==> src/rtl/rram_write_verify_ctrl.sv <==
// rram_write_verify_ctrl
// Program-and-verify controller for a single RRAM cell. It accepts READ, SET
// and RESET commands, drives the cell's pulse driver (enable, polarity,
// amplitude), samples cell current through an ADC start/done handshake and
// applies incremental-step program pulses until the current crosses the
// target or the pulse budget is spent. Exactly one response per command.
//
// Ports
//   clk, rst                  clock (rising edge), async active-high reset
//   cmd_valid/cmd_ready       command handshake
//   cmd_op                    00 READ, 01 SET, 10 RESET, 11 illegal
//   cmd_target                verify threshold (ADC code)
//   drv_en/drv_pol/drv_amp    registered pulse-driver controls
//   adc_start                 one-cycle conversion request
//   adc_done/adc_data         conversion complete, sampled current code
//   rsp_valid/rsp_ready       response handshake (held under backpressure)
//   rsp_status                00 pass, 01 budget exhausted, 10 illegal op
//   rsp_pulses                program pulses applied
//   rsp_data                  last captured ADC code (0 if none)
module rram_write_verify_ctrl #(
    parameter int AW           = 8,
    parameter int CW           = 10,
    parameter int PW           = 16,
    parameter int SETTLE       = 4,
    parameter int MAX_PULSES   = 15,
    parameter int V_SET_INIT   = 64,
    parameter int V_RESET_INIT = 64,
    parameter int V_STEP       = 4,
    parameter int V_READ       = 16
) (
    input  logic          clk,
    input  logic          rst,
    input  logic          cmd_valid,
    output logic          cmd_ready,
    input  logic [1:0]    cmd_op,
    input  logic [CW-1:0] cmd_target,
    output logic          drv_en,
    output logic          drv_pol,
    output logic [AW-1:0] drv_amp,
    output logic          adc_start,
    input  logic          adc_done,
    input  logic [CW-1:0] adc_data,
    output logic          rsp_valid,
    input  logic          rsp_ready,
    output logic [1:0]    rsp_status,
    output logic [3:0]    rsp_pulses,
    output logic [CW-1:0] rsp_data
);

    typedef enum logic [2:0] {
        S_IDLE,
        S_READ_START,
        S_READ_WAIT,
        S_CHECK,
        S_PULSE,
        S_SETTLE,
        S_RESP
    } state_t;

    localparam logic [1:0] OP_READ    = 2'b00;
    localparam logic [1:0] OP_SET     = 2'b01;
    localparam logic [1:0] OP_RESET   = 2'b10;
    localparam logic [1:0] OP_ILLEGAL = 2'b11;

    localparam int TMAX = (PW > SETTLE) ? PW : SETTLE;
    localparam int TW   = $clog2(TMAX + 1);

    state_t        state, next_state;
    logic [1:0]    op_q;
    logic [CW-1:0] target_q;
    logic [CW-1:0] data_q;
    logic [AW-1:0] amp_q;
    logic [3:0]    count_q;
    logic [TW-1:0] timer_q;
    logic [AW:0]   amp_sum;
    logic          verify_pass;

    // One extra bit catches the carry so the step saturates instead of wrapping.
    assign amp_sum = {1'b0, amp_q} + (AW+1)'(V_STEP);

    assign verify_pass = (op_q == OP_READ)
                      || ((op_q == OP_SET)   && (data_q >= target_q))
                      || ((op_q == OP_RESET) && (data_q <= target_q));

    assign cmd_ready  = (state == S_IDLE);
    assign rsp_pulses = count_q;
    assign rsp_data   = data_q;

    always_ff @(posedge clk or posedge rst) begin
        if (rst) begin
            state <= S_IDLE;
        end else begin
            // NOTE: registers take non-blocking assignments so every flop
            // samples pre-edge values, independent of block ordering.
            state <= next_state;
        end
    end

    always_comb begin
        // NOTE: defaulting next_state first keeps every path assigned, so no
        // latch is inferred for states that simply wait.
        next_state = state;
        unique case (state)
            S_IDLE:       if (cmd_valid) next_state = (cmd_op == OP_ILLEGAL) ? S_RESP : S_READ_START;
            S_READ_START: next_state = S_READ_WAIT;
            S_READ_WAIT:  if (adc_done) next_state = S_CHECK;
            S_CHECK:      next_state = (verify_pass || (count_q == 4'(MAX_PULSES))) ? S_RESP : S_PULSE;
            S_PULSE:      if (timer_q == TW'(PW - 1)) next_state = S_SETTLE;
            S_SETTLE:     if (timer_q == TW'(SETTLE - 1)) next_state = S_READ_START;
            S_RESP:       if (rsp_ready) next_state = S_IDLE;
            default:      next_state = S_IDLE;
        endcase
    end

    // Datapath and registered driver/ADC/response controls. Outputs are
    // decoded from next_state so they are flops aligned with the state.
    always_ff @(posedge clk or posedge rst) begin
        if (rst) begin
            // NOTE: the async reset clears drv_en directly, so a reset in the
            // middle of a program pulse removes bias immediately, not at an edge.
            op_q       <= OP_READ;
            target_q   <= '0;
            data_q     <= '0;
            amp_q      <= '0;
            count_q    <= '0;
            timer_q    <= '0;
            rsp_status <= 2'b00;
            drv_en     <= 1'b0;
            drv_pol    <= 1'b0;
            drv_amp    <= '0;
            adc_start  <= 1'b0;
            rsp_valid  <= 1'b0;
        end else begin
            // Per-state dwell counter, restarted on every state change.
            timer_q <= (next_state == state) ? timer_q + TW'(1) : '0;

            if (state == S_IDLE && cmd_valid) begin
                op_q       <= cmd_op;
                target_q   <= cmd_target;
                data_q     <= '0;
                count_q    <= '0;
                amp_q      <= (cmd_op == OP_RESET) ? AW'(V_RESET_INIT) : AW'(V_SET_INIT);
                rsp_status <= (cmd_op == OP_ILLEGAL) ? 2'b10 : 2'b00;
            end

            if (state == S_READ_WAIT && adc_done) begin
                data_q <= adc_data;
            end

            if (state == S_CHECK) begin
                rsp_status <= verify_pass ? 2'b00 : 2'b01;
                if (next_state == S_PULSE) begin
                    count_q <= count_q + 4'd1;
                end
            end

            if (state == S_PULSE && next_state == S_SETTLE) begin
                amp_q <= amp_sum[AW] ? '1 : amp_sum[AW-1:0];
            end

            drv_en    <= (next_state == S_READ_START) || (next_state == S_READ_WAIT)
                      || (next_state == S_PULSE);
            adc_start <= (next_state == S_READ_START);
            rsp_valid <= (next_state == S_RESP);

            // Polarity moves to the program direction on entry to CHECK and back
            // to read polarity on leaving PULSE; both happen with the driver off.
            drv_pol <= ((next_state == S_CHECK) || (next_state == S_PULSE))
                     ? (op_q != OP_RESET) : 1'b1;

            unique case (next_state)
                S_READ_START, S_READ_WAIT: drv_amp <= AW'(V_READ);
                S_PULSE:                   drv_amp <= amp_q;
                default:                   drv_amp <= '0;
            endcase
        end
    end

endmodule

==> config.mk <==
export PLATFORM = sky130hd
export DESIGN_NAME = rram_write_verify_ctrl
export DESIGN_NICKNAME = d
export VERILOG_FILES = /design/src/rtl/rram_write_verify_ctrl.sv
export SDC_FILE = /design/constraint.sdc
export NUM_CORES = 1
export LEC_CHECK = 0
export CAP_MARGIN = 15
export CORE_MARGIN = 2
export CORE_UTILIZATION = 30
export DETAILED_ROUTE_END_ITERATION = 8
export DONT_BUFFER_PORTS = 1
export PLACE_DENSITY_LB_ADDON = 0.3
export REMOVE_ABC_BUFFERS = 1
export SLEW_MARGIN = 30
export SYNTH_ARGS = -nofsm -noshare
export SYNTH_HDL_FRONTEND = slang
export SYNTH_SLANG_ARGS = --single-unit
==> constraint.sdc <==
create_clock -name clk -period 3.95 [get_ports clk]
set_clock_uncertainty 0.05 [all_clocks]
set_input_delay 0.5925 -clock clk [delete_from_list [all_inputs] [get_ports clk]]
set_output_delay 0.5925 -clock clk [all_outputs]
set_load 0.01 [all_outputs]
==> results.tsv <==
stage	metric	value	unit
setup_path	crit_path_max_incr_delay	0.44	ns
logic_synthesis	yosys_register_bits	54	
logic_synthesis	synth_edf_count	0	
setup_path	setup.worst_path.start_class	register	
outcome	status	completed	
global_route	antenna_found_initial	0	
timing	setup_violations	0	
logic_synthesis	ys_seq_area_share	49.7	%
setup_path	reg2reg_from	rsp_data[7]$_DFFE_PP0P_	
routing	drt_wl_total	5780	um
logic_synthesis	syn-cell-area	0.00272	mm^2
timing	setup_ws	1.39	ns
die	io_pins	56	
global_route	grt_pass1_wl	9670	um
die	dieWidth	99.2	um
setup_path	path_buf_inv	0	
setup_path	crit_path_cell_trace	ha_1 > a21o_1 > and3_4 > o41a_1 > a32oi_4 > o22ai_4 > a2111o_1	
die	core	0.00876	mm^2
setup_path	worst_path_max_delay_cell	dfrtp_1	
logic_synthesis	synth_top_cell_by_area	dfrtp_1	
die	die_y	99.2	um
logic_synthesis	ys.flop_type	dfrtp_1	
logic_synthesis	yosysUniqueCellTypes	51	
logic_synthesis	synthTopCellsByArea	dfrtp_1 (50%), ha_1 (6.4%), nand2_1 (3.9%), o21ai_0 (3.7%), a22o_1 (3.2%)	
layout	syn2layout_area_growth	7.64	%
timing	hold_viol_final	0	
setup_path	ff2ff_path_depth	7	
setup_path	crit_type	register to register	
global_route	grt_max_degree	36	
die	dieArea	0.00984	mm^2
routing	firstDrtPassIters	4	
setup_path	cp.required	4.11	ns
setup_path	worstSetupEndpointType	register	
global_route	track_usage	12.3	%
clocking	clkSinkCount	54	
timing	post-route-period-util	64.7	%
setup_path	cp_max_fo	9	
logic_synthesis	ys_async_sr_fraction	100	%
layout	final_nets	309	
clocking	cts_max_level	2	
timing	worstMarginPinSlew	0.726	ns
layout	diodes	0	
placed_design	dp_cells	369	
power_and_ir_drop	vdd_drop_max	0.214	mV
setup_path	reg2reg_to	drv_amp[4]$_DFF_PP0_	
logic_synthesis	ys.warnings.count	0	
routing	routed_via_density	5.07	
logic_synthesis	syn_area_per_cell	10.1	um^2
layout	drive_above_1_share	10.8	%
die	num_rows	34	
global_route	grt.overflow.total	0	
layout	fin_cells	377	
setup_path	r2r_slack	1.39	ns
clocking	cts_resized	0	
logic_synthesis	postSynthCellCount	268	
placed_design	port_buffers	0	
routing	wire_per_inst	15.3	um
timing	slew_headroom	51.5	%
timing	fmax	391	MHz
power_and_ir_drop	leakagePower	1.35	nW
routing	postRouteAntennaNets	0	
clocking	cts_buffer_depth	2	
clocking	cts-root-buf	clkbuf_8	
routing	dr.first_iter.drc_count	38	
placed_design	gp_congestion	0.733	
routing	vias	1910	
timing	fin_setup_tns	0	ns
clocking	clk_latency	0.32	ns
setup_path	critPathTopFamily	compound AO/OA/AOI/OAI gates	
placed_design	preCtsSetupSlack	1.38	ns
die	initial_utilization	31.0	%
clocking	cts_tree	built	
flow_run	maxCapViolations	0	
power_and_ir_drop	powerDensity	726	mW/mm^2
placed_design	hpwl	4250	um
clocking	hold_buffers	0	
timing	period_minus_slack	2.56	ns
clocking	cts.reportedPaths.clkPinSlew	0.11	ns
setup_path	crit_arrival	2.72	ns
timing	rsz0062_at_grt	false	
hold_path	hp-class	input pin to asynchronous set/reset pin	
logic_synthesis	synth_top_area_share	49.7	%
clocking	numCtsBuffers	5	
clocking	post_cts_buffers	0	
routing	drc	0	
timing	final_max_slew_viol_count	0	
global_route	grt_pass1_vias	1893	
==> synth_stat cells (2+ instances only) <==
| cell | number |
|---|---|
| inv_1 | 21 |
| nand4_1 | 2 |
| o31ai_1 | 2 |
| nor2b_1 | 2 |
| nor4_1 | 2 |
| nor3_1 | 8 |
| nand3_1 | 8 |
| a31oi_1 | 5 |
| a21oi_1 | 11 |
| nand2b_1 | 4 |
| clkbuf_1 | 5 |
| o211a_1 | 2 |
| a22o_1 | 10 |
| buf_2 | 3 |
| nor2_1 | 20 |
| and3_1 | 5 |
| and2_1 | 3 |
| o21ai_0 | 20 |
| nand2_1 | 28 |
| ha_1 | 14 |
| dfrtp_1 | 54 |
| mux2i_1 | 4 |
| and2_2 | 7 |
==> stage by stage <==
step	area, um^2	util, %	total power, W	hold slack, ns
final	2930	33.4	0.00212	0.212
after global routing	2930	33.4	0.00232	0.266
after CTS	2930	33.4	0.00216	0.242
after detailed placement	2830	32.3	0.00181	0.411
after global placement	2830	32.3	0.00181	0.402
after floorplan	2670	-	0.00159	0.383
==> state kept, by name, summed over array words and instances (netlist names), 3 cells and up <==
signal and count:
rsp_data 10, target_q 10, amp_q 7, drv_amp 7, timer_q 5, rsp_pulses 4, state 3
==> power breakdown <==
group	internal [W]	switching, W
combinational	0.000365	0.000489
sequential	0.000721	0.000216
clock	0.000133	0.000200
==> area by class of cell <==
type | count | area [um^2]
Clock buffer | 5 | 68.8
Clock inverter | 3 | 28.8
Fill cell | 901 | 5840
Inverter | 21 | 78.8
Multi-Input combinational cell | 183 | 1240
Sequential cell | 54 | 1350
Tap cell | 108 | 135
Timing Repair Buffer | 3 | 22.5
==> metal layers <==
layer | GRT usage [%] | part of all wire (%)
met1 | 17.1 | 49
met2 | 17.4 | 40
met3 | 5.90 | 10
met4 | 3.16 | 1.1
met5 | 0 | 0
==> worst max path at each step <==
stage | start | to | slack [ns] | cells past startpoint
after CTS | rsp_data[7]$_DFFE_PP0P_ | drv_amp[4]$_DFF_PP0_ | 1.37 | 7
after global routing | rsp_data[3]$_DFFE_PP0P_ | drv_amp[4]$_DFF_PP0_ | 1.25 | 7
after global placement | rsp_data[7]$_DFFE_PP0P_ | drv_amp[4]$_DFF_PP0_ | 1.42 | 7
final | rsp_data[7]$_DFFE_PP0P_ | drv_amp[4]$_DFF_PP0_ | 1.39 | 7
after detailed placement | rsp_data[7]$_DFFE_PP0P_ | drv_amp[4]$_DFF_PP0_ | 1.38 | 7
after floorplan | adc_done | drv_amp[4]$_DFF_PP0_ | 1.41 | 6
==> kinds of logic (layout without fill, tap and decap cells) <==
kind of cell | after synthesis | after routing | synth area share (%)
DFF | 54 | 54 | 49.7
xor gates and xnor gates | 2 | 2 | 0.644
adders and majority gates | 14 | 14 | 6.44
muxes | 4 | 4 | 1.47
buffers and inverters | 31 | 32 | 4.83
AOI/OAI and AO/OA | 66 | 66 | 17.8
and+or+nand+nor | 97 | 97 | 19.1
==> placed cells by master (no fill, tap or decap), types with 5 or more instances in the layout <==
master	netlist	routed
dfrtp_1	54	54
nand2_1	28	28
inv_1	21	20
nor2_1	20	20
o21ai_0	20	20
ha_1	14	14
a21oi_1	11	11
a22o_1	10	10
nand3_1	8	8
nor3_1	8	7
and2_2	7	7
and3_1	5	5
a31oi_1	5	5
clkbuf_8	0	5
Power figures use the tool's default switching activity.
